<file path="config.mk">
export PLATFORM = sky130hd
export DESIGN_NAME = seqsum_feed_flat
export DESIGN_NICKNAME = d
export VERILOG_FILES = /design/src/rtl/seqsum_pkg.sv /design/src/rtl/seqsum_feed_if.sv /design/src/rtl/seqsum_fifo.sv /design/src/rtl/seqsum_feed.sv /design/src/flat_wrapper.sv
export SDC_FILE = /design/constraint.sdc
export NUM_CORES = 1
export LEC_CHECK = 0
export CAP_MARGIN = 15
export CORE_MARGIN = 4
export CORE_UTILIZATION = 50
export CTS_CLUSTER_DIAMETER = 120
export DETAILED_ROUTE_END_ITERATION = 6
export PLACE_DENSITY_LB_ADDON = 0.2
export REMOVE_ABC_BUFFERS = 1
export SLEW_MARGIN = 15
export SYNTH_ARGS = -nofsm -noshare
export SYNTH_HDL_FRONTEND = slang
export SYNTH_SLANG_ARGS = --single-unit
</file>
<file path="constraint.sdc">
create_clock -name clk -period 4.8 [get_ports clk]
set_input_delay 1.2 -clock clk [delete_from_list [all_inputs] [get_ports clk]]
set_output_delay 1.2 -clock clk [all_outputs]
set_load 0.02 [all_outputs]
</file>
<file path="src/rtl/seqsum_pkg.sv">
// Shared types and defaults for the step-2 series feeder.
package seqsum_pkg;

  localparam int DEPTH_DEF = 4;
  localparam int LAT_DEF   = 2;
  localparam int W_DEF     = 32;
  // Widest operand the pair struct carries; narrower W keeps only the low bits.
  localparam int PAIR_W    = 64;

  typedef enum logic [1:0] {
    ST_IDLE,
    ST_LAUNCH,
    ST_WAIT,
    ST_RESP
  } state_t;

  typedef struct packed {
    logic [PAIR_W-1:0] a;
    logic [PAIR_W-1:0] b;
  } pair_t;

endpackage

</file>
<file path="src/rtl/seqsum_feed_if.sv">
// Operand intake, sum-stage launch and result handshake bundle for seqsum_feed.
interface seqsum_feed_if #(
  parameter int W = 32
);
  logic         in_valid;
  logic         in_ready;
  logic [W-1:0] in_a;
  logic [W-1:0] in_b;
  logic [W-1:0] out_a;
  logic [W-1:0] out_b;
  logic         out_start;
  logic [W-1:0] sum_y;
  logic         res_valid;
  logic         res_ready;
  logic [W-1:0] res_y;
  logic         res_err;

  modport master (
    output in_valid, in_a, in_b, sum_y, res_ready,
    input  in_ready, out_a, out_b, out_start, res_valid, res_y, res_err
  );

  modport slave (
    input  in_valid, in_a, in_b, sum_y, res_ready,
    output in_ready, out_a, out_b, out_start, res_valid, res_y, res_err
  );
endinterface

</file>
<file path="src/rtl/seqsum_fifo.sv">
// Synchronous operand-pair FIFO; full is registered so it can drive ready directly.
module seqsum_fifo
  import seqsum_pkg::*;
#(
  parameter int DEPTH = DEPTH_DEF
) (
  input  logic  clk,
  input  logic  rst,
  input  logic  push,
  input  pair_t wr_data,
  input  logic  pop,
  output pair_t rd_data,
  output logic  full,
  output logic  empty
);
  localparam int AW = $clog2(DEPTH);

  pair_t         mem [DEPTH];
  logic [AW-1:0] wr_ptr_reg, rd_ptr_reg;
  logic [AW:0]   count_reg, count_next;
  logic          full_reg;
  logic          do_push, do_pop;

  assign do_push = push && !full_reg;
  assign do_pop  = pop && (count_reg != '0);

  always_comb begin
    count_next = count_reg;
    if (do_push && !do_pop) begin
      count_next = count_reg + (AW+1)'(1);
    end else if (!do_push && do_pop) begin
      count_next = count_reg - (AW+1)'(1);
    end
  end

  always_ff @(posedge clk) begin
    if (rst) begin
      wr_ptr_reg <= '0;
      rd_ptr_reg <= '0;
      count_reg  <= '0;
      full_reg   <= 1'b0;
    end else begin
      if (do_push) wr_ptr_reg <= wr_ptr_reg + AW'(1);
      if (do_pop)  rd_ptr_reg <= rd_ptr_reg + AW'(1);
      count_reg <= count_next;
      full_reg  <= (count_next == (AW+1)'(DEPTH));
    end
  end

  always_ff @(posedge clk) begin
    if (do_push) mem[wr_ptr_reg] <= wr_data;
  end

  assign rd_data = mem[rd_ptr_reg];
  assign full    = full_reg;
  assign empty   = (count_reg == '0);
endmodule

</file>
<file path="src/rtl/seqsum_feed.sv">
// Feeds buffered (a,b) pairs to an external step-2 series summer and returns results in order.
// SEQSUM_FEED_SWAP_EN: swap reversed ranges instead of flagging them as empty.
module seqsum_feed
  import seqsum_pkg::*;
#(
  parameter int DEPTH = DEPTH_DEF,
  parameter int W     = W_DEF,
  parameter int LAT   = LAT_DEF
) (
  input logic          clk,
  input logic          rst,
  seqsum_feed_if.slave bus
);
`ifdef SEQSUM_FEED_SWAP_EN
  localparam bit SWAP_EN = 1'b1;
`else
  localparam bit SWAP_EN = 1'b0;
`endif

  state_t       state_reg, state_next;
  pair_t        push_pair, head_pair;
  logic         fifo_full, fifo_empty, fifo_push, fifo_pop;
  logic [W-1:0] head_a, head_b;
  logic [W-1:0] out_a_reg, out_b_reg, res_y_reg, cnt_reg;
  logic [W-1:0] span, n_terms;
  logic         res_err_reg, head_ordered;

  assign push_pair = '{a: PAIR_W'(bus.in_a), b: PAIR_W'(bus.in_b)};
  assign fifo_push = bus.in_valid && bus.in_ready;
  assign fifo_pop  = (state_reg == ST_IDLE) && !fifo_empty;

  seqsum_fifo #(.DEPTH(DEPTH)) u_fifo (
    .clk     (clk),
    .rst     (rst),
    .push    (fifo_push),
    .wr_data (push_pair),
    .pop     (fifo_pop),
    .rd_data (head_pair),
    .full    (fifo_full),
    .empty   (fifo_empty)
  );

  assign head_a       = W'(head_pair.a);
  assign head_b       = W'(head_pair.b);
  assign head_ordered = (head_a <= head_b);
  // out_a <= out_b is guaranteed here, so the span never wraps and n fits in W bits.
  assign span         = out_b_reg - out_a_reg;
  assign n_terms      = (span >> 1) + W'(1);

  always_ff @(posedge clk) begin
    if (rst) state_reg <= ST_IDLE;
    else     state_reg <= state_next;
  end

  always_comb begin
    state_next = state_reg;
    case (state_reg)
      ST_IDLE:   if (!fifo_empty) state_next = (head_ordered || SWAP_EN) ? ST_LAUNCH : ST_RESP;
      ST_LAUNCH: state_next = ST_WAIT;
      ST_WAIT:   if (cnt_reg == W'(1)) state_next = ST_RESP;
      ST_RESP:   if (bus.res_ready) state_next = ST_IDLE;
      default:   state_next = ST_IDLE;
    endcase
  end

  always_comb begin
    bus.out_start = 1'b0;
    bus.res_valid = 1'b0;
    if (!rst) begin
      bus.out_start = (state_reg == ST_LAUNCH);
      bus.res_valid = (state_reg == ST_RESP);
    end
  end

  always_ff @(posedge clk) begin
    if (rst) begin
      out_a_reg   <= '0;
      out_b_reg   <= '0;
      cnt_reg     <= '0;
      res_y_reg   <= '0;
      res_err_reg <= 1'b0;
    end else begin
      case (state_reg)
        ST_IDLE: begin
          if (!fifo_empty) begin
            if (head_ordered) begin
              out_a_reg <= head_a;
              out_b_reg <= head_b;
            end else if (SWAP_EN) begin
              out_a_reg <= head_b;
              out_b_reg <= head_a;
            end else begin
              res_y_reg   <= '0;
              res_err_reg <= 1'b1;
            end
          end
        end
        ST_LAUNCH: cnt_reg <= n_terms + W'(LAT);
        ST_WAIT: begin
          if (cnt_reg == W'(1)) begin
            res_y_reg   <= bus.sum_y;
            res_err_reg <= 1'b0;
          end else begin
            cnt_reg <= cnt_reg - W'(1);
          end
        end
        default: ;
      endcase
    end
  end

  assign bus.in_ready = !fifo_full && !rst;
  assign bus.out_a    = out_a_reg;
  assign bus.out_b    = out_b_reg;
  assign bus.res_y    = res_y_reg;
  assign bus.res_err  = res_err_reg;
endmodule

</file>
<file path="src/flat_wrapper.sv">
// flat-port wrapper written by rule: the top's interface ports become plain ports
module seqsum_feed_flat import seqsum_pkg::*;
#(
  parameter int DEPTH = DEPTH_DEF,
  parameter int W     = W_DEF,
  parameter int LAT   = LAT_DEF
)
  (clk, rst, bus_in_valid, bus_in_a, bus_in_b, bus_sum_y, bus_res_ready, bus_in_ready, bus_out_a, bus_out_b, bus_out_start, bus_res_valid, bus_res_y, bus_res_err);
  seqsum_feed_if #(.W(W)) bus_i ();
  input logic clk;
  input logic rst;
  input wire logic [$bits(bus_i.in_valid)-1:0] bus_in_valid;
  input wire logic [$bits(bus_i.in_a)-1:0] bus_in_a;
  input wire logic [$bits(bus_i.in_b)-1:0] bus_in_b;
  input wire logic [$bits(bus_i.sum_y)-1:0] bus_sum_y;
  input wire logic [$bits(bus_i.res_ready)-1:0] bus_res_ready;
  output wire logic [$bits(bus_i.in_ready)-1:0] bus_in_ready;
  output wire logic [$bits(bus_i.out_a)-1:0] bus_out_a;
  output wire logic [$bits(bus_i.out_b)-1:0] bus_out_b;
  output wire logic [$bits(bus_i.out_start)-1:0] bus_out_start;
  output wire logic [$bits(bus_i.res_valid)-1:0] bus_res_valid;
  output wire logic [$bits(bus_i.res_y)-1:0] bus_res_y;
  output wire logic [$bits(bus_i.res_err)-1:0] bus_res_err;
  assign bus_i.in_valid = bus_in_valid;
  assign bus_i.in_a = bus_in_a;
  assign bus_i.in_b = bus_in_b;
  assign bus_i.sum_y = bus_sum_y;
  assign bus_i.res_ready = bus_res_ready;
  assign bus_in_ready = bus_i.in_ready;
  assign bus_out_a = bus_i.out_a;
  assign bus_out_b = bus_i.out_b;
  assign bus_out_start = bus_i.out_start;
  assign bus_res_valid = bus_i.res_valid;
  assign bus_res_y = bus_i.res_y;
  assign bus_res_err = bus_i.res_err;
  seqsum_feed #(.DEPTH(DEPTH), .W(W), .LAT(LAT)) u_core (.clk(clk), .rst(rst), .bus(bus_i));
endmodule
</file>
# Yosys cells after proc, flatten, opt, wreduce, memory -nomap -nowiden
# Memories as Yosys holds them, arrays and structs flattened. A register that Yosys moved wholly into a read port is not among the register bits.
# Cells that the tools add are included.
# op_classes
n_mux	23
n_reduce_logical	21
magnitude_cmp	1
addsub	8
eq_ne	10
bitwise	1
# op_table
operator	count
2-to-1 mux 32 bit	4
case mux 32 bit (2 select lines)	2
adder 31 x 1 -> 32 bit (second input constant)	1
adder 32 x 2 -> 32 bit (second input constant)	1
equality test 32 x 1 -> 1 bit (second input constant)	1
<= comparator 32 bit	1
subtractor 32 x 1 -> 32 bit (second input constant)	1
subtractor 32 bit	1
2-to-1 mux 2 bit	6
!= test 2 bit (second input constant)	4
case mux 2 bit (4 select lines)	1
logical AND 1 bit	7
2-to-1 mux 1 bit	7
2-to-1 mux 3 bit	2
AND reduction 3 bit	2
logical NOT 1 bit	5
adder 2 x 1 -> 2 bit (second input constant)	2
equality test 2 bit (second input constant)	2
AND reduction 4 bit	1
nonzero test 2 bit	2
adder 3 x 1 -> 3 bit (second input constant)	1
equality test 3 bit (second input constant)	1
logical NOT 3 bit	1
nonzero test 3 bit	1
other kinds (7)	7
# word_totals
regBits	139
ramBits	256
input_bits	100
wordCells	75
n_memories	1
# mem_list
memory	words	width	read_ports	rd_clocked_by_memory_dff	wr	line_no	text
u_core.u_fifo.mem	4	64	1	1	1	seqsum_fifo.sv:18	pair_t mem [DEPTH];

# Depth between registers and ports, before layout
# depth
word_depth	9
mapped_depth	17
ltp_nobuf	13

# By module
# A second synthesis with hierarchy kept.
# unflattened
hier_cells	1826
area_unflattened_um2	28098.2
# by_module_without_submodules
module	seq_area_each_um2	area_each_um2	cells_each	instances
seqsum_fifo	15574.9	19057.0	725	1
seqsum_feed	2622.5	9041.2	1101	1

# Least setup slack after synthesis
# No wires, ideal clock.
# synth_timing
path_type	flip-flop to flip-flop
from	reg (tool-made name)
to	reg u_core.out_b_reg[1] (netlist: u_core.bus.out_b[1])
setup_slack_ps	502
period_less_slack_ps	4298
t_arrival_ps	4171
setup_time_ps	128
stages_incl_launch_ff	17
cell_sequence	dfxtp_1 clkbuf_1 buf_1 mux4_2 ha_1 a21o_1 a21o_1 a21o_1 a21o_1 a211oi_1 o22ai_1 a211oi_1 o21ai_0 clkbuf_1 buf_2 mux2i_1 nor2_1
# synth_lines
element	line_no	text
end signal, assigned	seqsum_feed.sv:78	out_b_reg <= '0;
end signal, assigned	seqsum_feed.sv:88	out_b_reg <= head_b;
end signal, assigned	seqsum_feed.sv:91	out_b_reg <= head_a;
end, declared	seqsum_feed.sv:24	logic [W-1:0] out_a_reg, out_b_reg, res_y_reg, cnt_reg;

==> impl_metrics.json <==
{
  "cpMaxStageDelayCell": "mux4_2",
  "ios": 200,
  "grt_antenna_before_repair": 0,
  "diodes": 0,
  "ys.flop_type": "edfxtp_1",
  "fin_skew_ns": 0.0158,
  "place_hpwl_mm": 31.5,
  "holdWs_ns": 0.472,
  "syn-cell-area_mm2": 0.0187,
  "wl_per_cell_um": 20.4,
  "slew_headroom_pct": 22.0,
  "cp.required_ns": 5.30,
  "place_congestion": 0.854,
  "yosys.area_share.simple_pct": 10.2,
  "drc": 0,
  "muxShareOfSynthArea_pct": 11.8,
  "r2r_setup_slack_ns": 0.60,
  "slew_viol_final": 0,
  "rsz0062_at_grt": "false",
  "avgSynthCellArea_um2": 12.4,
  "post_cts_resized": 0,
  "overflow": 0,
  "yosys.area_share.xor_xnor_pct": 2.25,
  "grt_max_degree": 65,
  "die_y_um": 201,
  "ys_seq_elements": 397,
  "maxCapViolations": 0,
  "final_util_pct": 61.6,
  "hold_violations": 0,
  "cts_buffer_depth": 3,
  "yosysSeqAreaShare_pct": 56.2,
  "ant_nets": 0,
  "die_w_um": 201,
  "status": "complete, no violations",
  "powerDensity_mw_per_mm2": 809,
  "htreeDepth": 2,
  "final_common_cell": "edfxtp_1",
  "clk_pin_slew_worst_paths_ns": 0.06,
  "routed_wl_mm": 45.1,
  "holdBufCountCts": 0,
  "cts_setup_buffers": 0,
  "slowest_delay_ns": 0.53,
  "synth_edf_count": 256,
  "crit_path_end_kind": "flop",
  "cts_buffers": 43,
  "cts.sinks": 397,
  "placed_cell_area_mm2": 0.0213,
  "grt_first_pass_wirelength_mm": 71.9,
  "synth_cells": 1505,
  "yosysWarnings": 0,
  "io_buffers": 199,
  "ys_async_sr_fraction_pct": 0,
  "route.vias.total": 12868,
  "clock_latency_ns": 0.57,
  "synth_cell_types": 77,
  "regMostFlops": "u_core.u_fifo.mem",
  "ir_drop_uv": 429,
  "cts_tree": "yes",
  "max_freq_mhz": 238,
  "rows": 70,
  "synth-compound-area-share_pct": 10.9,
  "initial_utilization_pct": 50.8,
  "firstDrtPassIters": 5,
  "cp_data_arrival_time_ns": 4.71,
  "path_cells": "buf_12 -> buf_4 -> mux4_2 -> ha_1 -> nand3_1 -> o21bai_1 -> a21boi_0 -> o21a_1 -> o211ai_1 -> nand2_1 -> a211oi_1 -> buf_4 -> or3_1 -> a211oi_4 -> buf_12 -> a22o_1",
  "synth_top_family_by_area": "multiplexers",
  "grt_pass1_vias": 12826,
  "p_leak_uw": 0.00850,
  "min_path_type": "reg2reg",
  "critical_path_class": "reg2reg",
  "fillCellCount": 2895,
  "finalInstanceArea_mm2": 0.0227,
  "final.min_clock_period_ns": 4.20,
  "fin_tns_setup_ns": 0,
  "synth_fa_ha_area_share_pct": 5.26,
  "grtUsageTotal_pct": 22.1,
  "worstSetupStartpointType": "flop",
  "finalSetupViolCount": 0,
  "nets": 1886,
  "layout_common_cells": "edfxtp_1 (256), clkdlybuf4s50_1 (198), dfxtp_1 (139)",
  "largest_reg_flops": 256,
  "dieArea_mm2": 0.0406,
  "drt_iter0_markers": 800,
  "drive_gt1_share_pct": 10.4,
  "fin_crit_sh_pct": 87.6,
  "path_max_fanout": 32,
  "tightest_slew_ns": 1.17,
  "clock_tree.root_cell": "clkbuf_16",
  "coreArea_mm2": 0.0368,
  "area_growth_syn_to_layout_pct": 21.2,
  "avgViaCountPerCell": 5.83
}
-- worst max-delay path: cells and delay by family, from the launching register on --
kind / cells / cell delay [ns]
AND/OR/NAND/NOR: 3 / 0.66
flip-flops: 1 / 0.49
multiplexers: 1 / 0.53
adder cells (fa/ha/maj): 1 / 0.32
AO/OA/AOI/OAI: 7 / 1.19
buffers and inverters: 4 / 0.92
-- where the power goes --
part / internal, uW / switching (uW) / total (uW)
Combinational: 4420 / 6220 / 10600
Sequential: 4130 / 416 / 4550
Clock: 1820 / 1330 / 3150
Total: 10400 / 7970 / 18300
-- layout make-up --
class,instances,area [um2],share of cell area (%)
repair buffers,226,2320,10.2
inverters,86,323,1.42
flip-flops and latches,397,10500,46.4
well taps,468,586,2.58
clock inverters,14,121,0.536
clock buffers,64,1220,5.37
multi-input cells,954,7580,33.5
-- metrics by stage --
| stage | power, uW | instances | setup WS (ns) |
|---|---|---|---|
| after floorplan | 12100 | 1437 | -6.96 |
| after global placement | 15000 | 2131 | 0.621 |
| after detailed placement | 15200 | 2131 | 0.581 |
| after CTS | 18400 | 2209 | 0.553 |
| after global routing | 19700 | 2209 | 0.348 |
| final | 18300 | 2209 | 0.595 |
-- metal layers --
metal  track usage, %  wire length [um]
met1             29.3             19300
met2             36.9             22100
met3             4.24              2480
met4             7.15              1180
met5                0                 0
-- Yosys cell counts, drive strengths merged, types with 6 or more instances --
master	number	area [um2]
buf	32	173
and3	13	81.3
nand4	29	181
a22o	32	280
nand3	24	120
or3	13	91.3
a21o	23	173
xor2	20	175
edfxtp	256	7690
clkbuf	36	135
dfxtp	141	2820
nor2	135	507
o211ai	9	67.6
mux4	64	1440
ha	77	963
o21ai	55	290
a211oi	22	175
xnor2	28	245
and2	10	62.6
nor3	24	120
mux2i	75	751
and4	9	78.8
nor2b	6	37.5
o31a	7	61.3
nor4	14	106
o22ai	8	50.1
inv	86	323
o31ai	7	52.6
nand2	82	310
a21oi	84	428
a31oi	7	43.8
o21a	9	67.6
-- kinds of logic (layout without fill, tap and decap cells) --
group | count (synthesis) | after routing
flip-flops | 397 | 397
AND/OR/NAND/NOR | 385 | 385
AO/OA/AOI/OAI | 302 | 302
buffers and inverters | 154 | 390
multiplexers | 141 | 141
adder cells (fa/ha/maj) | 78 | 78
XOR/XNOR | 48 | 48
-- final timing paths --
path	startpoint	to	depth (start not counted)
worst min-delay path	u_core.cnt_reg[1]	u_core.cnt_reg[1]	2
worst max register to register	flop	u_core.bus.res_y[1]	16
worst max-delay path	flop	u_core.bus.res_y[1]	16
worst min register to register	u_core.cnt_reg[1]	u_core.cnt_reg[1]	2
Note: power is estimated with default switching activity, not from simulation.
